==> src/rtl/mult_pkg.sv <==
// Shared definitions for the 8x8 shift-add multiplier sequencer.
// State encoding is exposed on the State port for LED debug.
package mult_pkg;

  localparam int WIDTH_DEF = 8;
  localparam int STATE_W   = 2;

  typedef enum logic [STATE_W-1:0] {
    ST_LOAD_A = 2'd0,
    ST_LOAD_B = 2'd1,
    ST_RUN    = 2'd2,
    ST_DONE   = 2'd3
  } state_t;

  function automatic int cnt_w(input int w);
    return (w > 1) ? $clog2(w) : 1;
  endfunction

endpackage

==> src/rtl/mult_shift_add_dp.sv <==
// Shift-add datapath: accumulator, multiplicand/multiplier
// shift registers and iteration counter.
module mult_shift_add_dp
  import mult_pkg::*;
#(
  parameter int WIDTH = WIDTH_DEF
) (
  input  logic               clk,
  input  logic               rst,
  input  logic               init,
  input  logic               step,
  input  logic [WIDTH-1:0]   a,
  input  logic [WIDTH-1:0]   b,
  output logic               last_iter,
  output logic [2*WIDTH-1:0] sum
);

  localparam int CW = cnt_w(WIDTH);

  logic [2*WIDTH-1:0] acc_q;
  logic [2*WIDTH-1:0] mcand_q;
  logic [WIDTH-1:0]   mplier_q;
  logic [CW-1:0]      cnt_q;

  // sum already includes the current iteration's partial product
  assign sum       = mplier_q[0] ? (acc_q + mcand_q) : acc_q;
  assign last_iter = (cnt_q == CW'(WIDTH - 1));

  always_ff @(posedge clk or posedge rst) begin
    if (rst) begin
      acc_q    <= '0;
      mcand_q  <= '0;
      mplier_q <= '0;
      cnt_q    <= '0;
    end else if (init) begin
      acc_q    <= '0;
      mcand_q  <= {{WIDTH{1'b0}}, a};
      mplier_q <= b;
      cnt_q    <= '0;
    end else if (step) begin
      acc_q    <= sum;
      mcand_q  <= mcand_q << 1;
      mplier_q <= mplier_q >> 1;
      cnt_q    <= cnt_q + CW'(1);
    end
  end

endmodule

==> src/rtl/mult_sequencer.sv <==
// Operand-loading and compute controller for the multiplier path:
// Valid-strobed A then B capture, WIDTH-cycle run, held Product.
module mult_sequencer
  import mult_pkg::*;
#(
  parameter int WIDTH = WIDTH_DEF
) (
  input  logic               Clk,
  input  logic               Rst,
  input  logic               Valid,
  input  logic [WIDTH-1:0]   Data,
  output logic               Ready,
  output logic               Busy,
  output logic               Done,
  output logic [WIDTH-1:0]   A,
  output logic [WIDTH-1:0]   B,
  output logic [2*WIDTH-1:0] Product,
  output logic [STATE_W-1:0] State
);

  state_t st_q, st_d;

  logic               cap_a;
  logic               cap_b;
  logic               init;
  logic               step;
  logic               last_iter;
  logic [2*WIDTH-1:0] sum;
  logic [WIDTH-1:0]   a_q;
  logic [WIDTH-1:0]   b_q;
  logic [2*WIDTH-1:0] prod_q;

  mult_shift_add_dp #(
    .WIDTH(WIDTH)
  ) u_dp (
    .clk      (Clk),
    .rst      (Rst),
    .init     (init),
    .step     (step),
    .a        (a_q),
    .b        (Data),
    .last_iter(last_iter),
    .sum      (sum)
  );

  always_ff @(posedge Clk or posedge Rst) begin
    if (Rst) begin
      st_q <= ST_LOAD_A;
    end else begin
      st_q <= st_d;
    end
  end

  // Valid is only honoured in Ready states; RUN drops it
  always_comb begin
    st_d  = st_q;
    cap_a = 1'b0;
    cap_b = 1'b0;
    init  = 1'b0;
    step  = 1'b0;
    unique case (st_q)
      ST_LOAD_A: begin
        if (Valid) begin
          cap_a = 1'b1;
          st_d  = ST_LOAD_B;
        end
      end
      ST_LOAD_B: begin
        if (Valid) begin
          cap_b = 1'b1;
          init  = 1'b1;
          st_d  = ST_RUN;
        end
      end
      ST_RUN: begin
        step = 1'b1;
        if (last_iter) begin
          st_d = ST_DONE;
        end
      end
      ST_DONE: begin
        if (Valid) begin
          cap_a = 1'b1;
          st_d  = ST_LOAD_B;
        end
      end
    endcase
  end

  always_ff @(posedge Clk or posedge Rst) begin
    if (Rst) begin
      a_q    <= '0;
      b_q    <= '0;
      prod_q <= '0;
    end else begin
      if (cap_a) begin
        a_q <= Data;
      end
      if (cap_b) begin
        b_q <= Data;
      end
      if (step && last_iter) begin
        prod_q <= sum;
      end
    end
  end

  assign Ready   = (st_q != ST_RUN);
  assign Busy    = (st_q == ST_RUN);
  assign Done    = (st_q == ST_DONE);
  assign A       = a_q;
  assign B       = b_q;
  assign Product = prod_q;
  assign State   = st_q;

endmodule

==> config.mk <==
export PLATFORM = sky130hd
export DESIGN_NAME = mult_sequencer
export DESIGN_NICKNAME = d
export VERILOG_FILES = /design/src/rtl/mult_pkg.sv /design/src/rtl/mult_shift_add_dp.sv /design/src/rtl/mult_sequencer.sv
export SDC_FILE = /design/constraint.sdc
export NUM_CORES = 1
export LEC_CHECK = 0
export ABC_CLOCK_PERIOD_IN_PS = 3290
export BUFFER_PORTS_ARGS = -buffer_cell sky130_fd_sc_hd__buf_4
export CELL_PAD_IN_SITES_DETAIL_PLACEMENT = 1
export CELL_PAD_IN_SITES_GLOBAL_PLACEMENT = 2
export CORE_MARGIN = 2
export CORE_UTILIZATION = 37
export CTS_BUF_LIST = sky130_fd_sc_hd__clkbuf_16
export DETAILED_ROUTE_END_ITERATION = 12
export GPL_TIMING_DRIVEN = 0
export PLACE_DENSITY = 0.89
export SLEW_MARGIN = 10
export SYNTH_ARGS = -nofsm -noshare
export SYNTH_HDL_FRONTEND = slang
export SYNTH_SLANG_ARGS = --single-unit
==> constraint.sdc <==
create_clock -name Clk -period 3.29 [get_ports Clk]
set_clock_uncertainty 0.2 [all_clocks]
set_input_delay 0.1645 -clock Clk [delete_from_list [all_inputs] [get_ports Clk]]
set_output_delay 0.1645 -clock Clk [all_outputs]
set_load 0.01 [all_outputs]
# [Word level (Yosys, flattened, before mapping)]
# Cells that the tools add are included.
[op_classes] addsub=2 n_eq_ne=8 muxes=17 n_reduce_logical=5
[op_table] operator="2-to-1 mux 16 bit" n=5
[op_table] operator="adder 16 bit" n=1
[op_table] operator="2-to-1 mux 8 bit" n=2
[op_table] operator="2-to-1 mux 2 bit" n=3
[op_table] operator="2-to-1 mux 3 bit" n=2
[op_table] operator="one-hot mux 2 bit (3 select lines)" n=1
[op_table] operator="equality test 2 bit, second input constant" n=2
[op_table] operator="2-to-1 mux 1 bit" n=4
[op_table] operator="!= test 2 x 1 -> 1 bit, second input constant" n=2
[op_table] operator="!= test 2 bit, second input constant" n=2
[op_table] operator="adder 3 x 1 -> 3 bit, second input constant" n=1
[op_table] operator="equality test 3 bit, second input constant" n=1
[op_table] operator="AND reduction 3 bit" n=1
[op_table] operator="equality test 2 x 1 -> 1 bit, second input constant" n=1
[op_table] operator="logical NOT 2 bit" n=1
[op_table] operator="nonzero test 2 bit" n=1
[op_table] operator="OR reduction 2 bit" n=1
[op_table] operator="logical AND 1 bit" n=1
[totals] regBits=77 input_bits=11 out_inout_bits=37 word_cells=40

# [Longest topological paths before layout]
# Gate-level depths: netlist of the first run.
[depth] word_depth=4 ltp_mapped=9 depth_no_buf=9

# [By module]
# A second synthesis of the first run with hierarchy kept.
[unflattened] cells_unflattened=385 area_unflattened_um2=4210.3
[by_module_without_submodules] module="mult_shift_add_dp" instances=1 cells_each=300 area_per_inst_um2=2816.5 seq_area_each_um2=1076.0
[by_module_without_submodules] module="mult_sequencer" instances=1 cells_each=85 area_per_inst_um2=1393.8 seq_area_each_um2=850.8

# [Worst setup path before layout of the first run]
# Ideal clock, no wire load.
[synth_timing] kind="register -> register" start="reg u_dp.mcand_q[0]" end="reg u_dp.acc_q[10]" setup_ns=0.122 arrival_ns=2.358 t_required_ns=2.968 setup_slack_ns=0.610 stages_incl_launch_ff=10 path_buffers=0 period_less_slack_ns=2.680 cell_sequence="dfrtp_1 > ha_1 > fa_1 > a211oi_1 > o21ai_1 > a21o_1 > a21oi_1 > o21ai_1 > or3_1 > o2111a_1"
[synth_between] elab_chain_len=4
[synth_lines] item="from (decl)" line_no="mult_shift_add_dp.sv:21" source="logic [2*WIDTH-1:0] mcand_q;"
[synth_lines] item="from (signal assigned)" line_no="mult_shift_add_dp.sv:37" source="mcand_q <= {{WIDTH{1'b0}}, a};"
[synth_lines] item="from (signal assigned)" line_no="mult_shift_add_dp.sv:42" source="mcand_q <= mcand_q << 1;"
[synth_lines] item="adder 16 bit" line_no="mult_shift_add_dp.sv:26" source="assign sum = mplier_q[0] ? (acc_q + mcand_q) : acc_q;"
[synth_lines] item="2-to-1 mux 16 bit" line_no="mult_shift_add_dp.sv:26"
[synth_lines] item="2-to-1 mux 16 bit" line_no="mult_shift_add_dp.sv:40" source="end else if (step) begin"
[synth_lines] item="2-to-1 mux 16 bit" line_no="mult_shift_add_dp.sv:35" source="end else if (init) begin"
[synth_lines] item="to (signal assigned)" line_no="mult_shift_add_dp.sv:41" source="acc_q <= sum;"
[synth_lines] item="to (decl)" line_no="mult_shift_add_dp.sv:20" source="logic [2*WIDTH-1:0] acc_q;"
# No other way between the ends. The select of a mux whose other input is x is not followed.
# A chain may end at the register's enable or synchronous reset.

# [Final worst setup path of the first run]
# Ends and elaborated chain as after synthesis.

==> impl_metrics.toml, run 1 <==
[run_status]
outcome = "finished clean"

[detailed_routing]
vias = 3389
antenna_violating_nets_post_route = 0
detailed_routing_iterations_pass_1 = 4
drcViolationCount = 0
post_drt_via_cell_ratio = 5.34
routed_wirelength_um = 11100
1st_iter_drt_viols = 117
wl_per_cell_um = 17.5

[placed_design]
place.gp.congestion = 0.827
dp_worst_setup_slack_ps = 268
placed_cells_incl_taps = 609
placed_area_sq_um = 4640
numPortBuffers = 47
hpwl_detailed_um = 7940

[clocking]
cts_sinks = 77
cts_tree = "built"
clk-insertion-delay-late_ps = 340
cts_root_buf = "clkbuf_16"
htree_levels = 3
clk_pin_slew_worst_paths_ps = 70
tritoncts.num_buffers = 9
cts_resized = 0
clockBufferDepth = 2

[final_layout]
layout-drive-gt1-share_pct = 16.0
final_cell_area_sq_um = 5030
antennaDiodeCount = 0
final_nets = 522
post_layout_nonfiller_instances = 635
commonest_cells_after_routing_fill_and_taps_aside = "nand2_1 (79), dfrtp_1 (77), buf_4 (47)"
mostFrequentLayoutCell = "nand2_1"
syn_to_final_growth_pct = 23.3

[logic_synthesis]
syn-num-nets = 453
count_of_flip_flops_with_a_built_in_enable_after_synthesis = 0
postSynth.asyncResetShare_pct = 100
synth.distinct_cells = 42
number_of_warnings_issued_by_yosys = 0
syn_avg_cell_area_sq_um = 9.69
synth_seq_area_share_pct = 47.2
synth-seq-cells = 77
synthFlopType = "dfrtp_1"
synthCells = 421
post_synthesis_cell_area_sq_um = 4080

[sta]
final_max_slew_viol_count = 0
min_period_ps = 3030
achievable-frequency_ghz = 0.330
final-hold-violation-count = 0
worst_pin_slew_ps = 799
hold_slack_ps = 144
setup_failing_eps_final = 0
rsz0062_at_grt = "no"
period_share_pct = 92.0
slew_headroom_pct = 46.7
finalWorstSetupSlack_ps = 262

[setup_path]
startpoint = "u_dp.mcand_q[0]$_DFFE_PP0P_"
required_ps = 3320
critical_path_data_arrival_time_ps = 3060
rr_endpoint = "u_dp.acc_q[10]$_DFFE_PP0P_"
ff2ff_setup_slack_ps = 260
depth_of_the_worst_register_to_register_path = 9
critPathLaunchType = "register"
reg2reg_from = "u_dp.mcand_q[0]$_DFFE_PP0P_"
critical_path_peak_fanout = 4
setup.worst_path.class = "reg -> reg"
timing.critical_path.to = "u_dp.acc_q[10]$_DFFE_PP0P_"
worst_setup_ep_type = "register"

[global_routing]
pin_count_of_the_biggest_net_entering_global_routing = 61
first_global_vias = 3718
grt.total_usage_pct = 20.6
grt_first_pass_wirelength_um = 18600
use_met1_pct = 26.1
met3_grt_util_pct = 2.81
use_met2_pct = 35.4
grt_antenna_before_repair = 0
top_usage_layer = "met2"
grt.overflow.total = 0

[floorplanning]
pin_count = 48
die_h_um = 109
initial_core_util_pct = 37.8
core_area_sq_um = 10800
fp.dieArea_sq_um = 11900
die-width_um = 109
fp-row-count = 38

[power_and_ir_drop]
cellLeakagePower_nw = 2.42
worst_ir_drop_vdd_v = 0.000438
power.total_w = 0.00501
powerDensity_nw_per_um2 = 997

[worst_hold_path]
worstHoldPathType = "in -> async"

[job]
max_cap_viol = 0
## flip-flops by register name, summed over array words and instances, names as in the netlist
signal,cells
Product,16
State,2
A,8
B,8
u_dp.cnt_q,3
u_dp.acc_q,16
u_dp.mplier_q,8
u_dp.mcand_q,16
## worst min-delay path by stage
stage               startpoint                    to
floorplan              Data[0]      B[0]$_DFFE_PP0P_
global placement       Data[3]      B[3]$_DFFE_PP0P_
detailed placement         Rst  State[1]$_DFFE_PP0P_
CTS                        Rst      A[3]$_DFFE_PP0P_
global route               Rst      A[3]$_DFFE_PP0P_
finish                     Rst      B[3]$_DFFE_PP0P_
## worst max-delay path, stage by stage (launching register included)
cell and delay (ps):
dfrtp_1 410, ha_1 260, fa_1 430, a211oi_1 340, o21ai_1 150, a21o_1 210, a21oi_1 260, o21ai_1 170
or3_1 340, o2111a_1 140
## cells in the mapped netlist (all sizes together), types with 5 or more instances
library cell / instances / area share, %
nor2: 25 / 2.3
buf: 6 / 0.64
clkbuf: 17 / 1.6
nand3: 8 / 0.98
o21ai: 40 / 4.9
mux2: 8 / 2.2
o21a: 5 / 0.92
ha: 20 / 6.1
inv: 8 / 0.74
nor3b: 5 / 0.92
dfrtp: 77 / 47
a21oi: 25 / 3.1
xnor2: 8 / 1.7
nand2: 79 / 7.3
a21o: 10 / 1.8
mux2i: 34 / 8.3
a211oi: 7 / 1.3
## where the power goes
group	internal, W	switching, W
clock	0.000530	0.000451
combinational	0.00102	0.00132
sequential	0.00136	0.000339
## layer usage
| layer | vias to the layer above | wire length, um |
|---|---|---|
| li1 | 1614 | - |
| met1 | 1697 | 5110 |
| met2 | 59 | 5470 |
| met3 | 19 | 266 |
| met4 | 0 | 269 |
| met5 | - | 0 |
## timing repair
| action | 4_1_cts | 5_1_grt |
|---|---|---|
| hold buffers | 10 | 0 |
| setup endpoints to repair | 0 | 0 |
| buffers inserted | 0 | 0 |
| hold endpoints to repair | 103 | 0 |
## cells by family (layout without fill, tap and decap cells)
| kind of cell | count (synthesis) | count (layout) | synth area share (%) |
|---|---|---|---|
| simple gates | 136 | 136 | 14.5 |
| compound gates | 102 | 102 | 15.6 |
| flops | 77 | 77 | 47.2 |
| mux | 42 | 42 | 10.6 |
| buf+inv | 31 | 105 | 2.94 |
| fa+ha+maj | 21 | 21 | 6.63 |
| xor+xnor | 12 | 12 | 2.58 |
## final cells by class
type,instances,area (sq um)
Fill cell,1237,5770
Clock buffer,9,225
Multi-Input combinational cell,313,2030
Sequential cell,77,1930
Inverter,8,32.5
Clock inverter,7,65.1
Timing Repair Buffer,58,480
Tap cell,140,175
Buffer,23,90.1
## through the flow
| stage | TNS (ps) | utilization, % |
|---|---|---|
| CTS | 0 | 46.6 |
| global route | 0 | 46.6 |
| finish | 0 | 46.6 |
| global placement | -8170 | 42.7 |
| detailed placement | 0 | 43.0 |
| floorplan | 0 | - |
No activity file was read; power rests on OpenSTA's default activity.
==> run 2, diff against run 1 <==
- ABC_AREA: unset -> 1
- CORE_UTILIZATION: 37 -> 34
- HOLD_SLACK_MARGIN: unset -> 0.1
- PLACE_DENSITY: 0.89 -> 0.88
==> run 2 against run 1 <==
  * Combinational power fell by 17%
  * Register-to-register slack improved by 810 ps
  * Design area rose by 0.92%
  * Largest cell class is now registers
  * Via count rose by 7.5%
  * Die area rose by 9.0%
  * Fmax rose by 36%
==> impl_metrics.toml, run 2 <==
[floorplanning]
core_area_sq_um = 11900
pin_count = 48
fp.dieArea_sq_um = 13000
die_h_um = 114
initial_core_util_pct = 34.4
die-width_um = 114
fp-row-count = 40

[placed_design]
hpwl_detailed_um = 8990
numPortBuffers = 47
placed_cells_incl_taps = 715
place.gp.congestion = 0.788

[setup_path]
timing.critical_path.slowest_cell_delay_ps = 390
timing.critical_path.cells = "ha_1, fa_1, nand2_1, nand2_1, and2_4, xor2_1, o21ai_1, o21ai_0"
critical_path_peak_fanout = 3
critical_path_data_arrival_time_ps = 2220
ff2ff_setup_slack_ps = 1070
depth_of_the_worst_register_to_register_path = 8
cell_at_the_slowest_stage_of_the_critical_path = "dfrtp_1"
rr_endpoint = "Product[4]$_DFFE_PP0P_"
required_ps = 3290
setup.worst_path.class = "reg -> reg"
cell_repeated_most_along_the_worst_path = "nand2_1"
worst_setup_ep_type = "register"
reg2reg_from = "u_dp.mcand_q[0]$_DFFE_PP0P_"
critPathLaunchType = "register"

[final_layout]
commonest_cells_after_routing_fill_and_taps_aside = "nand2_1 (195), dfrtp_1 (77), inv_1 (70)"
mostFrequentLayoutCell = "nand2_1"
post_layout_nonfiller_instances = 740
antennaDiodeCount = 0
syn_to_final_growth_pct = 23.7
final_nets = 621
layout-drive-gt1-share_pct = 16.4

[logic_synthesis]
synth-seq-cells = 77
syn_avg_cell_area_sq_um = 7.88
count_of_flip_flops_with_a_built_in_enable_after_synthesis = 0
synthCells = 520
post_synthesis_cell_area_sq_um = 4100
synthFlopType = "dfrtp_1"
yosysMostFrequentCell = "nand2_1"
post-synth-top-area-fraction_pct = 47.0
syn-num-nets = 552
post_synth_most_frequent_cells = "nand2_1 (195), dfrtp_1 (77), inv_1 (70)"
synth_seq_area_share_pct = 47.0
synth.distinct_cells = 34
synth_largest_area_cell = "dfrtp_1"
number_of_warnings_issued_by_yosys = 0
postSynth.asyncResetShare_pct = 100
synth.area.top_cells = "dfrtp_1 (47%), nand2_1 (18%), inv_1 (6.4%)"

[detailed_routing]
detailed_routing_iterations_pass_1 = 4
1st_iter_drt_viols = 147
wl_per_cell_um = 15.7
drcViolationCount = 0
vias = 3644
antenna_violating_nets_post_route = 0
post_drt_via_cell_ratio = 4.92
routed_wirelength_um = 11600

[global_routing]
grt.total_usage_pct = 19.5
pin_count_of_the_biggest_net_entering_global_routing = 40
first_global_vias = 3896
grt.overflow.total = 0
grt_antenna_before_repair = 0
grt_first_pass_wirelength_um = 19600

[clocking]
cts_tree = "built"
cts_root_buf = "clkbuf_16"
cts_sinks = 77
cts_resized = 0
clk-insertion-delay-late_ps = 330
tritoncts.num_buffers = 9
clockBufferDepth = 2
htree_levels = 3
clk_pin_slew_worst_paths_ps = 60

[power_and_ir_drop]
powerDensity_nw_per_um2 = 883
power.total_w = 0.00448
worst_ir_drop_vdd_v = 0.000509
cellLeakagePower_nw = 2.73

[sta]
period_share_pct = 67.5
final.setup.tns_ps = 0
achievable-frequency_ghz = 0.450
setup_failing_eps_final = 0
worst_pin_slew_ps = 599
rsz0062_at_grt = "no"
slew_headroom_pct = 60.0
min_period_ps = 2220
final-hold-violation-count = 0
final_max_slew_viol_count = 0

[worst_hold_path]
worstHoldPathType = "in -> async"

[run_status]
outcome = "finished clean"

[job]
max_cap_viol = 0
[run 2: changes by cell type in the layout (fill, tap and decap cells not counted), moves of 13 or more]
| cell | previous run | this run |
|---|---|---|
| nor2_1 | 25 | 12 |
| nand3_1 | 8 | 36 |
| a21oi_1 | 25 | 6 |
| inv_1 | 7 | 70 |
| nand2_1 | 79 | 195 |
| mux2i_1 | 34 | 0 |
[run 2: area by class of cell]
class | count | area, sq um
clock buffer | 9 | 225
sequential | 77 | 1930
timing repair buffer | 58 | 473
tap | 147 | 184
clock inverter | 6 | 88.8
multi-input combinational | 354 | 1820
inverter | 75 | 284
fill | 1472 | 6840
buffer | 14 | 68.8
[run 2: worst max path at each step]
stage / from / endpoint / slack (ps) / depth (start not counted)
6_report: u_dp.mcand_q[0]$_DFFE_PP0P_ / Product[4]$_DFFE_PP0P_ / 1070 / 8
5_1_grt: u_dp.mcand_q[0]$_DFFE_PP0P_ / Product[10]$_DFFE_PP0P_ / 910 / 12
4_1_cts: u_dp.mcand_q[0]$_DFFE_PP0P_ / Product[10]$_DFFE_PP0P_ / 1060 / 12
3_5_place_dp: u_dp.mcand_q[0]$_DFFE_PP0P_ / Product[12]$_DFFE_PP0P_ / 1080 / 11
3_3_place_gp: Rst / u_dp.acc_q[13]$_DFFE_PP0P_ / -40 / 2
2_1_floorplan: Rst / A[0]$_DFFE_PP0P_ / 960 / 1
[run 2: power by group]
part	internal [W]	switching, W
combinational	0.000747	0.00120
clock	0.000661	0.000390
sequential	0.00125	0.000230
total	0.00266	0.00182
[run 2: worst max-delay path, delay by kind of cell, from the launching register on]
kind / cells / cell delay (ps)
AOI/OAI and AO/OA: 2 / 370
xor gates and xnor gates: 1 / 140
adders and majority gates: 2 / 620
DFF: 1 / 390
and+or+nand+nor: 3 / 370
[run 2: layer usage]
| metal | up-vias | part of all wire, % | global-route usage, % |
|---|---|---|---|
| met3 | 18 | 2.9 | 2.82 |
| met2 | 57 | 49 | 33.8 |
| li1 | 1793 | - | - |
| met4 | 0 | 2.0 | 6.59 |
| met1 | 1776 | 46 | 25.2 |
| met5 | - | 0 | 0 |
[run 2: what timing repair did]
item / in CTS / in global routing
hold buffers: 10 / 0
buffers inserted: 0 / 0
endpoints found under the hold margin: 64 / 0
setup endpoints to repair: 0 / 0
[run 2: metrics by stage]
| stage | cell area [sq um] | setup slack (ps) | util, % | hold WS, ps |
|---|---|---|---|---|
| after global placement | 4640 | -42.7 | 38.9 | 174 |
| after floorplan | 4100 | 959 | - | 74.1 |
| final | 5070 | 1070 | 42.6 | 233 |
| after detailed placement | 4660 | 1080 | 39.1 | 48.2 |
| after CTS | 5070 | 1060 | 42.6 | 247 |
| after global routing | 5070 | 915 | 42.6 | 279 |
[run 2: kinds of logic after synthesis]
group                    share of synthesized area (%)
AO/OA/AOI/OAI                                     8.88
XOR/XNOR                                         0.855
adder cells (fa/ha/maj)                           6.59
buffers and inverters                             8.54
flip-flops                                        47.0
AND/OR/NAND/NOR                                   28.1
